$ cat config.mk
export PLATFORM = sky130hd
export DESIGN_NAME = alu_result_decoder_flat
export DESIGN_NICKNAME = d
export VERILOG_FILES = /design/src/rtl/alu_result_decoder_if.sv /design/src/rtl/alu_result_decoder.sv /design/src/flat_wrapper.sv
export SDC_FILE = /design/constraint.sdc
export NUM_CORES = 1
export LEC_CHECK = 0
export ABC_CLOCK_PERIOD_IN_PS = 2800
export CAP_MARGIN = 15
export CORE_ASPECT_RATIO = 1.2
export CORE_UTILIZATION = 35
export DETAILED_ROUTE_END_ITERATION = 12
export DONT_BUFFER_PORTS = 1
export GPL_TIMING_DRIVEN = 0
export MAX_ROUTING_LAYER = met4
export PLACE_DENSITY = 0.49
export SYNTH_ARGS = -nofsm -noshare
export SYNTH_HDL_FRONTEND = slang
export SYNTH_SLANG_ARGS = --single-unit
$ cat constraint.sdc
create_clock -name clk -period 2.8 [get_ports clk]
set_input_delay 0.84 -clock clk [delete_from_list [all_inputs] [get_ports clk]]
set_output_delay 0.84 -clock clk [all_outputs]
set_load 0.1 [all_outputs]
$ cat src/rtl/alu_result_decoder_if.sv
// Handshake and result bundle between the ALU readback path and
// the result decoder.
interface alu_result_decoder_if #(
    parameter int WIDTH = 8
);
    logic             start;
    logic [2:0]       sel;
    logic [WIDTH-1:0] res;
    logic             busy;
    logic             done;
    logic             sign;
    logic             neg_zero;
    logic [WIDTH-1:0] mag;
    logic [3:0]       bcd_hund;
    logic [3:0]       bcd_tens;
    logic [3:0]       bcd_ones;

    modport master (
        output start, sel, res,
        input  busy, done, sign, neg_zero, mag,
        input  bcd_hund, bcd_tens, bcd_ones
    );

    modport slave (
        input  start, sel, res,
        output busy, done, sign, neg_zero, mag,
        output bcd_hund, bcd_tens, bcd_ones
    );
endinterface

$ cat src/rtl/alu_result_decoder.sv
// Decodes an ALU result by its number format into sign, magnitude
// and 3-digit BCD using an 8-cycle double-dabble conversion.
module alu_result_decoder #(
    parameter int WIDTH = 8
) (
    input logic                 clk,
    input logic                 nrst,
    alu_result_decoder_if.slave bus
);
    typedef enum logic {
        IDLE,
        CONV
    } state_t;

    state_t           state;
    state_t           state_n;
    logic [2:0]       cnt;
    logic [WIDTH-1:0] sr;
    logic [11:0]      acc;
    logic             p_sign;
    logic             p_nz;
    logic [WIDTH-1:0] p_mag;

    logic             busy_q;
    logic             done_q;
    logic             sign_q;
    logic             nz_q;
    logic [WIDTH-1:0] mag_q;
    logic [11:0]      bcd_q;

    logic             d_sign;
    logic             d_nz;
    logic [WIDTH-1:0] d_mag;
    logic [11:0]      adj;
    logic [11:0]      acc_n;
    logic [WIDTH-1:0] sr_n;
    logic             last;

    function automatic logic [3:0] fix(input logic [3:0] d);
        return (d >= 4'd5) ? d + 4'd3 : d;
    endfunction

    always_comb begin
        d_sign = bus.res[WIDTH-1];
        d_nz   = 1'b0;
        d_mag  = bus.res;
        unique case (bus.sel)
            3'b000, 3'b001: begin
                if (bus.res[WIDTH-1])
                    d_mag = ~bus.res + 1'b1;
            end
            3'b010, 3'b011: begin
                if (bus.res[WIDTH-1])
                    d_mag = ~bus.res;
                d_nz = &bus.res;
            end
            3'b100, 3'b101: begin
                d_mag = {1'b0, bus.res[WIDTH-2:0]};
                d_nz  = bus.res[WIDTH-1]
                      & ~|bus.res[WIDTH-2:0];
            end
            3'b110, 3'b111: begin
                d_sign = 1'b0;
            end
        endcase
    end

    // Add-3 precedes the shift, so the final shift is never corrected.
    always_comb begin
        adj = {fix(acc[11:8]), fix(acc[7:4]), fix(acc[3:0])};
        {acc_n, sr_n} = {adj, sr} << 1;
        last = (cnt == 3'd7);
    end

    always_comb begin
        state_n = state;
        unique case (state)
            IDLE: if (bus.start) state_n = CONV;
            CONV: if (last) state_n = IDLE;
        endcase
    end

    always_ff @(posedge clk or negedge nrst) begin
        if (!nrst)
            state <= IDLE;
        else
            state <= state_n;
    end

    always_ff @(posedge clk or negedge nrst) begin
        if (!nrst) begin
            cnt    <= '0;
            sr     <= '0;
            acc    <= '0;
            p_sign <= 1'b0;
            p_nz   <= 1'b0;
            p_mag  <= '0;
            busy_q <= 1'b0;
            done_q <= 1'b0;
            sign_q <= 1'b0;
            nz_q   <= 1'b0;
            mag_q  <= '0;
            bcd_q  <= '0;
        end else begin
            done_q <= 1'b0;
            unique case (state)
                IDLE: begin
                    if (bus.start) begin
                        sr     <= d_mag;
                        acc    <= '0;
                        cnt    <= '0;
                        p_sign <= d_sign;
                        p_nz   <= d_nz;
                        p_mag  <= d_mag;
                        busy_q <= 1'b1;
                    end
                end
                CONV: begin
                    sr  <= sr_n;
                    acc <= acc_n;
                    cnt <= cnt + 3'd1;
                    if (last) begin
                        busy_q <= 1'b0;
                        done_q <= 1'b1;
                        sign_q <= p_sign;
                        nz_q   <= p_nz;
                        mag_q  <= p_mag;
                        bcd_q  <= acc_n;
                    end
                end
            endcase
        end
    end

    assign bus.busy     = busy_q;
    assign bus.done     = done_q;
    assign bus.sign     = sign_q;
    assign bus.neg_zero = nz_q;
    assign bus.mag      = mag_q;
    assign bus.bcd_hund = bcd_q[11:8];
    assign bus.bcd_tens = bcd_q[7:4];
    assign bus.bcd_ones = bcd_q[3:0];
endmodule

$ cat src/flat_wrapper.sv
// flat-port wrapper written by rule: the top's interface ports become plain ports
module alu_result_decoder_flat 
#(
    parameter int WIDTH = 8
)
  (clk, nrst, bus_start, bus_sel, bus_res, bus_busy, bus_done, bus_sign, bus_neg_zero, bus_mag, bus_bcd_hund, bus_bcd_tens, bus_bcd_ones);
  alu_result_decoder_if #(.WIDTH(WIDTH)) bus_i ();
  input logic clk;
  input logic nrst;
  input wire logic [$bits(bus_i.start)-1:0] bus_start;
  input wire logic [$bits(bus_i.sel)-1:0] bus_sel;
  input wire logic [$bits(bus_i.res)-1:0] bus_res;
  output wire logic [$bits(bus_i.busy)-1:0] bus_busy;
  output wire logic [$bits(bus_i.done)-1:0] bus_done;
  output wire logic [$bits(bus_i.sign)-1:0] bus_sign;
  output wire logic [$bits(bus_i.neg_zero)-1:0] bus_neg_zero;
  output wire logic [$bits(bus_i.mag)-1:0] bus_mag;
  output wire logic [$bits(bus_i.bcd_hund)-1:0] bus_bcd_hund;
  output wire logic [$bits(bus_i.bcd_tens)-1:0] bus_bcd_tens;
  output wire logic [$bits(bus_i.bcd_ones)-1:0] bus_bcd_ones;
  assign bus_i.start = bus_start;
  assign bus_i.sel = bus_sel;
  assign bus_i.res = bus_res;
  assign bus_busy = bus_i.busy;
  assign bus_done = bus_i.done;
  assign bus_sign = bus_i.sign;
  assign bus_neg_zero = bus_i.neg_zero;
  assign bus_mag = bus_i.mag;
  assign bus_bcd_hund = bus_i.bcd_hund;
  assign bus_bcd_tens = bus_i.bcd_tens;
  assign bus_bcd_ones = bus_i.bcd_ones;
  alu_result_decoder #(.WIDTH(WIDTH)) u_core (.clk(clk), .nrst(nrst), .bus(bus_i));
endmodule
# --- Word level (Yosys, flattened, before mapping) ---
# Index checks and enable logic that the tools add are counted.
totals:
  regBits: 58
  elab_cells: 67
op_classes:
  add_sub_neg: 5
  order_cmp: 3
  n_eq_ne: 10
  muxes: 22
  bitwise: 3
  reduce_logical: 11
ops:
  columns: ["cell", "count"]
  rows:
  - ["2-to-1 mux 8 bit", 3]
  - ["one-hot mux 12 bit (2 select lines)", 1]
  - ["one-hot mux 8 bit (3 select lines)", 1]
  - ["one-hot mux 8 bit (2 select lines)", 1]
  - ["== test 3 bit (second input constant)", 5]
  - [">= comparator 4 x 3 -> 1 bit (second input constant)", 3]
  - ["2-to-1 mux 12 bit", 1]
  - ["adder 4 x 2 -> 4 bit (second input constant)", 2]
  - ["adder 8 x 1 -> 8 bit (second input constant)", 1]
  - ["2-to-1 mux 4 bit", 2]
  - ["inverter 8 bit", 1]
  - ["AND reduction 8 bit", 1]
  - ["OR reduction 2 bit", 4]
  - ["2-to-1 mux 1 bit", 7]
  - ["OR reduction 7 bit", 1]
  - ["== test 3 x 2 -> 1 bit (second input constant)", 2]
  - ["2-to-1 mux 3 bit", 2]
  - ["one-hot mux 1 bit (2 select lines)", 3]
  - ["one-hot mux 3 bit (2 select lines)", 1]
  - ["AND reduction 2 bit", 3]
  - ["inequality test 2 bit (second input constant)", 2]
  - ["adder 3 x 1 -> 3 bit (second input constant)", 1]
  - ["adder 3 x 2 -> 3 bit (second input constant)", 1]
  - ["== test 3 x 1 -> 1 bit (second input constant)", 1]
  - ["other kinds (4)", 4]

# --- Longest topological paths before layout ---
logic_depth:
  depth_word: 6
  mapped_depth: 6

# --- Worst setup path before layout ---
# No wires, ideal clock.
synth_timing:
  kind: "input to register"
  start: "input bus_res[4]"
  end: "register u_core.sr[6]"
  setup_time_ns: 0.126
  arrival_ns: 1.923
  required_time_ns: 2.674
  path_slack_ns: 0.750
  stages: 4
  path_buffers: 0
  cell_sequence: "or4_4 -> nor4_4 -> nor4_2 -> a221o_2"
synth_via:
  elab_chain_len: 6
synth_lines:
  columns: ["element", "line", "text"]
  rows:
  - ["from (decl)", "flat_wrapper.sv:12", "input wire logic [$bits(bus_i.res)-1:0] bus_res;"]
  - ["inverter 8 bit", "alu_result_decoder.sv:50", "d_mag = ~bus.res + 1'b1;"]
  - ["adder 8 x 1 -> 8 bit", "alu_result_decoder.sv:50", null]
  - ["2-to-1 mux 8 bit", "alu_result_decoder.sv:49", "if (bus.res[WIDTH-1])"]
  - ["one-hot mux 8 bit (3 select lines)", "alu_result_decoder.sv:47", "unique case (bus.sel)"]
  - ["2-to-1 mux 8 bit", "alu_result_decoder.sv:108", "if (bus.start) begin"]
  - ["one-hot mux 8 bit (2 select lines)", "alu_result_decoder.sv:106", "unique case (state)"]
  - ["to (signal assigned)", "alu_result_decoder.sv:109", "sr <= d_mag;"]
  - ["to (signal assigned)", "alu_result_decoder.sv:119", "sr <= sr_n;"]
  - ["to (decl)", "alu_result_decoder.sv:18", "logic [WIDTH-1:0] sr;"]
# Every way passes these cells. The select of a mux whose other input is x is not followed.
# A chain may end at the register's enable or synchronous reset.

# --- Worst setup path in the final report ---
layout_timing:
  start: "register u_core.mag_q[0], in the netlist u_core.bus.mag[0]"
  end: "output bus_mag[0]"
layout_lines:
  columns: ["element", "line", "text"]
  rows:
  - ["from (decl)", "alu_result_decoder.sv:28", "logic [WIDTH-1:0] mag_q;"]
  - ["from (signal assigned)", "alu_result_decoder.sv:127", "mag_q <= p_mag;"]
  - ["to (decl)", "flat_wrapper.sv:17", "output wire logic [$bits(bus_i.mag)-1:0] bus_mag;"]
# No word-level cell between the ends.

==> summary.md <==
| Metric | Value |
|---|---|
| Number of max-cap violations | `0` |
| Total number of vias | `1932` |
| Post-synth EDFFs | `0` |
| RR Startpoint | `u_core.state$_DFF_PN0_` |
| Number of global-route vias before repair | `1936` |
| Core area | `7402 um2` |
| Final WL | `5.726 mm` |
| Met3 Use GR | `0.03981` |
| PortBufs | `0` |
| Min-delay worst type | `primary input to asynchronous set/reset pin` |
| Placed Instance Area | `2850 um2` |
| Final worst-path cycle share | `0.7560` |
| Top-count cell post-synth | `dfrtp_1` |
| Congestion Overflow GR | `0` |
| Post-synth top flop | `dfrtp_1` |
| Mean Syn Cell Area | `10.37 um2` |
| I/O pins | `38` |
| Synth top area cells | `dfrtp_1 (53%), mux2_2 (6.2%), ha_1 (5.0%), nand2_1 (4.9%), o21ai_0 (4.9%)` |
| Ratio of cells with drive above 1 in the final layout | `0.1357` |
| Most frequent cells after synthesis | `dfrtp_1 (58), nand2_1 (36), o21ai_0 (27), mux2_2 (15)` |
| Chip Width | `82.74 um` |
| Routed vias/inst | `5.222` |
| Layout filler cell count | `744` |
| Non-Filler Instances | `370` |
| Die H | `98.88 um` |
| R2r setup slk | `0.96 ns` |
| Final Hold Fails | `0` |
| # clock sinks | `58` |
| Setup crit start | `u_core.bus.mag[0]$_DFFE_PN0P_` |
| Post_cts resized | `0` |
| Largest net degree at the start of global routing | `59` |
| Worst skew pair latency | `0.34 ns` |
| Status | `finished clean` |
| Drt initial violations | `103` |
| Drt pass-1 iters | `6` |
| CTS H-tree depth | `3` |
| Area growth syn-to-layout | `12.89%` |
| Synth warn | `0` |
| Post-CTS Repair Setup Buffers | `0` |
| Grt peak-use layer | `met2` |
| Endpoints failing setup | `0` |
| Drt wl/cell | `15.48 um` |
| Kind of critical path | `flip-flop to primary output` |
| DRC viols | `0` |
| Share of the synthesized area in the top cell type | `0.5302` |
| Worst-margin pin slew | `0.9017 ns` |
| Placed instance count | `354` |
| Synthesized area | `2738 um2` |
| Worst setup path end | `bus_mag[0]` |
| Async S/R FF share, synth | `1.000` |
| Initial antenna violation count | `0` |
| Setup crit end kind | `primary output` |
| Critical path required time | `1.96 ns` |
| Levels on crit path | `0` |
| Slew Limit Fails | `0` |
| Setup Skew | `0.008455 ns` |
| Crit-path max FO | `2` |
| Post-route design area | `3090 um2` |
| Gr usage total | `0.1622` |
| First-pass GRT wire length | `9.432 mm` |
| Num CTS Buffers | `9` |
| R2R depth | `5` |
| Setup TNS | `0 ns` |
| Yosys top cell by area | `dfrtp_1` |
| Post-synthesis cell count | `264` |
| Clock tree from TritonCTS | `done` |
| CTS root buf | `clkbuf_8` |
| Clock transition at path regs | `0.07 ns` |
| N_diodes | `0` |
| M1 GR Usage | `0.2057` |
| Syn nets | `289` |
| Hold slack | `0.1906 ns` |
| RD Place Congestion | `0.7353` |
| Yosys cell types | `37` |
| Peak Freq | `0.4724 GHz` |
| CP Launch Type | `flip-flop` |
| Row count | `34` |
| Layout Nets | `300` |
| Critical Path AT | `1.28 ns` |
| CTS Buffer Depth | `2` |
| Global Route met2 Usage | `0.2371` |
| Yosys reg bits | `58` |
| RSZ-0062 raised after global routing | `no` |
| Dpl hpwl | `3.991 mm` |
| Register area share after synthesis | `0.5302` |
| Routed Antenna Nets | `0` |
| Reg2reg end | `u_core.sr[6]$_DFFE_PN0P_` |
| Worst rel slew slack | `0.3989` |
| Initial core utilization | `0.3698` |
| Die area | `8181 um2` |
| Min Clock Period, post-route | `2.117 ns` |
| Post-CTS Hold Fix Bufs | `0` |
[cell families (layout without fill, tap and decap cells)]
| family | after synthesis | in the layout | synth area share |
|---|---|---|---|
| mux | 16 | 16 | 0.06536 |
| xor+xnor | 7 | 7 | 0.02240 |
| simple gates | 83 | 83 | 0.1536 |
| buf+inv | 24 | 40 | 0.03382 |
| fa+ha+maj | 11 | 11 | 0.05027 |
| flops | 58 | 58 | 0.5302 |
| compound gates | 65 | 65 | 0.1444 |
[placed cells by master (no fill, tap or decap), types with 9 or more instances in the layout]
cell type and n:
dfrtp_1 58, nand2_1 36, mux2_2 15, o21ai_0 27
ha_1 11, inv_1 13, nor2_1 11, clkbuf_1 9
a21oi_1 13, clkbuf_8 9
[routing by layer]
layer	up-vias	wire (um)
met3	7	183
met4	0	110
met5	-	0
li1	943	-
met2	32	2764
met1	950	2667
[state kept, by name (all words and copies together), names as in the netlist]
| signal | cells |
|---|---|
| u_core.p_nz | 1 |
| u_core.state | 1 |
| u_core.p_sign | 1 |
| u_core.cnt | 3 |
| u_core.bus.sign | 1 |
| u_core.acc | 12 |
| u_core.p_mag | 8 |
| u_core.bcd_q | 12 |
| u_core.bus.busy | 1 |
| u_core.bus.neg_zero | 1 |
| u_core.bus.mag | 8 |
| u_core.bus.done | 1 |
| u_core.sr | 8 |
[cell type report]
class                      count  area (um2)  area share
multi-input combinational    182        1194      0.3862
sequential                    58        1451      0.4696
tap                           90       112.6     0.03644
buffer                        11       43.79     0.01417
inverter                      13       48.80     0.01579
clock buffer                   9       123.9     0.04008
clock inverter                 7       116.4     0.03765
[worst min path at each step]
stage                                               end  depth (start not counted)                       from  slack (ns)
after floorplan               u_core.p_sign$_DFFE_PN0P_                          2  u_core.p_sign$_DFFE_PN0P_        0.43
after global placement        u_core.p_sign$_DFFE_PN0P_                          2  u_core.p_sign$_DFFE_PN0P_        0.46
after detailed placement       u_core.sr[2]$_DFFE_PN0P_                          1   u_core.sr[1]$_DFFE_PN0P_        0.46
after CTS                 u_core.bus.mag[1]$_DFFE_PN0P_                          0                       nrst        0.17
after global routing         u_core.acc[10]$_DFFE_PN0P_                          0                       nrst        0.17
final                        u_core.acc[10]$_DFFE_PN0P_                          0                       nrst        0.19
[stage by stage]
step | setup WS [ns] | util
2_1_floorplan | 0.7504 | -
3_3_place_gp | 0.4058 | 0.3851
3_5_place_dp | 0.3869 | 0.3851
4_1_cts | 0.6557 | 0.4175
5_1_grt | 0.5967 | 0.4175
6_report | 0.6831 | 0.4175
Power is not shown: default switching activity piles up to over one toggle a cycle in this logic, so the estimate is an artifact.
